<file path="src/rtl/iic_addrgen_param.sv">
// IIC EEPROM word-address generator: serial capture of the 1..N-byte word address,
// then page-wrapping write increments and full roll-over read increments.
`timescale 1ns/1ps
module iic_addrgen_param #(
    parameter int ADDR_W     = 16,
    parameter int ADDR_BYTES = 2,
    parameter int PAGE_W     = 6,
    parameter int ECC_GRAN_W = 2
) (
    input  logic              iic_clk_c,
    input  logic              iic_sys_rst_n,
    input  logic              iic_frm_rst_n,
    input  logic              sda_in,
    input  logic              iic_addr_start,
    input  logic              iic_bit_vld,
    input  logic              iic_wr_byte_done,
    input  logic              iic_rd_byte_done,
    input  logic              iic_ecc_en,
    input  logic              iic_addr_keep,
    output logic [ADDR_W-1:0] iic_curr_addr,
    output logic              iic_addr_vld,
    output logic              iic_page_wrap,
    output logic              iic_ecc_word_end
);
    localparam int SH_W  = 8 * ADDR_BYTES;
    localparam int CNT_W = $clog2(SH_W);
    localparam logic [CNT_W-1:0]  LAST_CNT  = CNT_W'(SH_W - 1);
    localparam logic [ADDR_W-1:0] PAGE_MASK = ADDR_W'((64'(1) << PAGE_W) - 64'(1));
    localparam logic [ADDR_W-1:0] ECC_MASK  = ADDR_W'((64'(1) << ECC_GRAN_W) - 64'(1));

    typedef enum logic [1:0] {A_IDLE, A_RX, A_HOLD} state_t;

    state_t            state_q;
    logic [CNT_W-1:0]  cnt_q;
    logic [SH_W-1:0]   shift_q;
    logic [SH_W-1:0]   shift_d;
    logic              addr_vld_q;
    logic [ADDR_W-1:0] curr_addr_q, curr_addr_d;
    logic              page_wrap_q, page_wrap_d;
    logic              ecc_word_end_q, ecc_word_end_d;
    logic              frm_rst_n;
    logic              last_bit;
    logic              unused_shift_msb;

    // Frame reset only reaches the reception state; the address survives it.
    assign frm_rst_n        = iic_sys_rst_n & iic_frm_rst_n;
    assign shift_d          = {shift_q[SH_W-2:0], sda_in};
    assign unused_shift_msb = shift_q[SH_W-1];
    assign last_bit         = (state_q == A_RX) && iic_bit_vld && !iic_addr_start
                              && (cnt_q == LAST_CNT);

    always_comb begin
        curr_addr_d = curr_addr_q;
        page_wrap_d = 1'b0;
        if (last_bit) begin
            curr_addr_d = shift_d[ADDR_W-1:0];
            if (iic_ecc_en)
                curr_addr_d = shift_d[ADDR_W-1:0] & ~ECC_MASK;
        end else if (!iic_addr_start && !iic_addr_keep) begin
            // A write strobe always shadows a read strobe in the same cycle.
            if (iic_wr_byte_done) begin
                if (state_q == A_HOLD) begin
                    curr_addr_d = (curr_addr_q & ~PAGE_MASK)
                                | ((curr_addr_q + ADDR_W'(1)) & PAGE_MASK);
                    page_wrap_d = ((curr_addr_q & PAGE_MASK) == PAGE_MASK);
                end
            end else if (iic_rd_byte_done && (state_q != A_RX)) begin
                curr_addr_d = curr_addr_q + ADDR_W'(1);
            end
        end
        ecc_word_end_d = iic_ecc_en & (&curr_addr_d[ECC_GRAN_W-1:0]);
    end

    always_ff @(posedge iic_clk_c or negedge iic_sys_rst_n) begin
        if (!iic_sys_rst_n) begin
            curr_addr_q    <= '0;
            page_wrap_q    <= 1'b0;
            ecc_word_end_q <= 1'b0;
        end else begin
            curr_addr_q    <= curr_addr_d;
            page_wrap_q    <= page_wrap_d;
            ecc_word_end_q <= ecc_word_end_d;
        end
    end

    always_ff @(posedge iic_clk_c or negedge frm_rst_n) begin
        if (!frm_rst_n) begin
            state_q    <= A_IDLE;
            cnt_q      <= '0;
            shift_q    <= '0;
            addr_vld_q <= 1'b0;
        end else if (iic_addr_start) begin
            state_q    <= A_RX;
            cnt_q      <= '0;
            shift_q    <= '0;
            addr_vld_q <= 1'b0;
        end else if ((state_q == A_RX) && iic_bit_vld) begin
            shift_q <= shift_d;
            if (cnt_q == LAST_CNT) begin
                state_q    <= A_HOLD;
                cnt_q      <= '0;
                addr_vld_q <= 1'b1;
            end else begin
                cnt_q <= cnt_q + CNT_W'(1);
            end
        end
    end

    assign iic_curr_addr    = curr_addr_q;
    assign iic_addr_vld     = addr_vld_q;
    assign iic_page_wrap    = page_wrap_q;
    assign iic_ecc_word_end = ecc_word_end_q;

endmodule

</file>
<file path="config.mk">
export PLATFORM = sky130hd
export DESIGN_NAME = iic_addrgen_param
export DESIGN_NICKNAME = d
export VERILOG_FILES = /design/src/rtl/iic_addrgen_param.sv
export SDC_FILE = /design/constraint.sdc
export NUM_CORES = 1
export LEC_CHECK = 0
export CAP_MARGIN = 20
export CORE_ASPECT_RATIO = 0.5
export CORE_MARGIN = 2
export CORE_UTILIZATION = 57
export CTS_CLUSTER_SIZE = 14
export DETAILED_ROUTE_END_ITERATION = 6
export GPL_TIMING_DRIVEN = 0
export PLACE_DENSITY_LB_ADDON = 0.15
export SLEW_MARGIN = 30
export SYNTH_ARGS = -nofsm -noshare
export SYNTH_HDL_FRONTEND = slang
export SYNTH_SLANG_ARGS = --single-unit
</file>
<file path="constraint.sdc">
create_clock -name iic_clk_c -period 4.52 [get_ports iic_clk_c]
set_input_delay 0.904 -clock iic_clk_c [delete_from_list [all_inputs] [get_ports iic_clk_c]]
set_output_delay 0.904 -clock iic_clk_c [all_outputs]
set_load 0.02 [all_outputs]
</file>
==> results.cfg <==
[layout]
fin_cells = 286
drive_gt1_share_pct = 8.130
nNetsFinal = 257
n_antenna_cell = 0
area_delta_synth_final_pct = 22.68

[place]
place_ws_ns = 1.560
dp_cells = 278
hpwl_mm = 3.310
portBuffers = 28
routabilityCongestion = 0.8029

[global_route]
grt_util_met3_pct = 5.616
grt_max_degree = 22
grt_pass1_wl_mm = 7.693
met2_usage_pct = 43.05
grt_use_met1_pct = 35.92
track_usage_pct = 26.38
antenna_found_initial = 0
grt_overflow = 0
grt_pass1_vias = 1656
grt_busiest_layer = met2

[setup_path]
cp_max_fo = 10
required_ns = 4.70
worst_ep_arrival_time_ns = 2.69
path_cells = clkdlybuf4s50_1 -> or2_1 -> nand3b_4 -> clkbuf_1 -> nor2_1 -> a221o_1
crit_family = buffers and inverters
worstSetupEndpointType = flop
critPathBufInv = 2
cpMaxStageDelayCell = clkdlybuf4s50_1
critical_path_class = in2reg
rrSetupSlack_ns = 2.62
cpPeakStageDelay_ns = 0.59
cp-start-kind = primary input

[routing]
ant_nets = 0
wl_per_cell_um = 16.22
drt_iter0_drc = 195
drc = 0
vias = 1764
totalWireLength_mm = 4.639
dr.pass1.iters = 5
via_per_inst = 6.168

[logic_synthesis]
synth_edf_count = 0
synth.avg_cell_area_um2 = 9.324
ys_warn_count = 0
synth-async-reset-ratio_pct = 100.0
ys_types = 40
syn-cell-area_um2 = 1958
synthCells = 210
ys_ff_latch = 39
ys.flop_type = dfrtp_1
seq_area_frac_synth_pct = 49.84
synth_nets = 222

[timing]
tightest_slew_ns = 0.4923
slew_viol_final = 0
rsz0062_at_grt = no
finalSetupTns_ns = 0
fin_ws_ns = 2.012
clock_skew_ns = 0.002051
period_share_pct = 55.49
period_needed_ns = 2.508
max_freq_mhz = 398.7
setup_viol = 0
slew_headroom_pct = 67.18
finalHoldViolCount = 0

[run_status]
outcome = finished, final reports clean

[floorplanning]
die_height_um = 45.45
core_area_um2 = 3136
die_area_um2 = 3949
ioPinCount = 29
die_x_um = 86.89
placementRows = 14
initial_utilization_pct = 62.45

[clock_network]
cts_tree = done
cts.sinks = 39
clockRootBuffer = clkbuf_8
cts_resized = 0
cts_buffer_depth = 2
cts-buffers-inserted = 5
clk_pin_slew_ns = 0.08
clock_latency_ns = 0.29
hold_buffers = 0
htree_num_levels = 2
cts_setup_buffers = 0

[pwr]
peakVddDrop_mv = 0.1681
power_density_nw_per_um2 = 290.0
leakage_uw = 0.001026

[flow_run]
maxCapViolations = 0

[hold_path]
hold_class = reg2reg
==> Yosys cell counts, types with 3 or more instances <==
cell type | number | share of area [%]
buf_2 | 5 | 1.3
nand2_1 | 44 | 8.4
and3_1 | 8 | 2.6
xor2_1 | 5 | 2.2
o311ai_1 | 4 | 1.8
o21ai_0 | 6 | 1.5
nand4_1 | 4 | 1.3
a21oi_1 | 21 | 5.4
nand3_1 | 6 | 1.5
clkbuf_1 | 7 | 1.3
nor3b_1 | 3 | 1.2
o21ai_1 | 6 | 1.5
nor2_1 | 11 | 2.1
dfrtp_1 | 39 | 50
a221o_1 | 8 | 4.1
==> per-stage QoR <==
step	utilization [%]	instance area, um^2	power [uW]	hold slack (ns)
4_1_cts	76.74	2406	696.8	0.5291
3_3_place_gp	72.98	2288	399.4	0.4958
5_1_grt	76.62	2402	720.1	0.5492
6_report	76.62	2402	696.6	0.5291
3_5_place_dp	72.98	2288	400.8	0.4976
2_1_floorplan	-	1958	380.9	0.4560
==> routing by layer <==
layer  share of wire [%]  routed length [um]  up-vias
met5                   0                   0        -
met4                 1.9                  88        0
met3                 7.2                 332       12
met2                  46                2124       89
met1                  45                2093      841
li1                    -                   -      822
==> cells by family (layout without fill, tap and decap cells) <==
logic type      count (synthesis)  count (layout)  share of synthesized area (%)
flops                          39              39                          49.84
xor+xnor                        5               5                          2.236
simple gates                   94              94                          24.60
buf+inv                        14              50                          3.003
compound gates                 56              56                          19.04
fa+ha+maj                       2               2                          1.278
==> layout by cell type, fill, tap and decap left out, types with 3 or more instances in the layout <==
cell type        instances
buf_2                    6
xor2_1                   5
a221o_1                  8
clkbuf_1                 7
o21ai_1                  6
nand4_1                  4
clkbuf_8                 6
a21oi_1                 21
and3_1                   8
clkdlybuf4s50_1         27
nor2_1                  11
dfrtp_1                 39
nand3_1                  6
o21ai_0                  6
nand2_1                 44
o311ai_1                 4
nor3b_1                  3
==> worst paths after layout <==
kind	from	end	cells after the start
setup / recovery	iic_addr_start	iic_curr_addr[12]	6
hold / removal	iic_curr_addr[15]	iic_curr_addr[15]	1
setup reg to reg	iic_curr_addr[0]	iic_curr_addr[12]	7
hold reg to reg	iic_curr_addr[15]	iic_curr_addr[15]	1
max in group asynchronous	iic_sys_rst_n	cnt_q[2]	2
min in group asynchronous	iic_sys_rst_n	iic_curr_addr[7]	1
==> registers in the layout (all words and copies together) (netlist names) <==
signal,count
cnt_q,4
iic_curr_addr,16
iic_ecc_word_end,1
iic_page_wrap,1
shift_q,15
state_q,2
==> where the power goes <==
part | internal (uW) | leakage, uW | switching, uW
Clock | 179 | 0.0000612 | 125
Combinational | 14.1 | 0.000428 | 22.8
Sequential | 352 | 0.000536 | 4.21
==> cell type report <==
cell class | instances | area, um^2
sequential | 39 | 975.9
buffer | 12 | 51.30
timing repair buffer | 28 | 275.3
clock buffer | 6 | 82.58
inverter | 2 | 7.507
fill | 213 | 733.2
tap | 40 | 50.05
clock inverter | 2 | 35.03
multi-input combinational | 157 | 924.6
No activity file was read; power rests on OpenSTA's default activity.
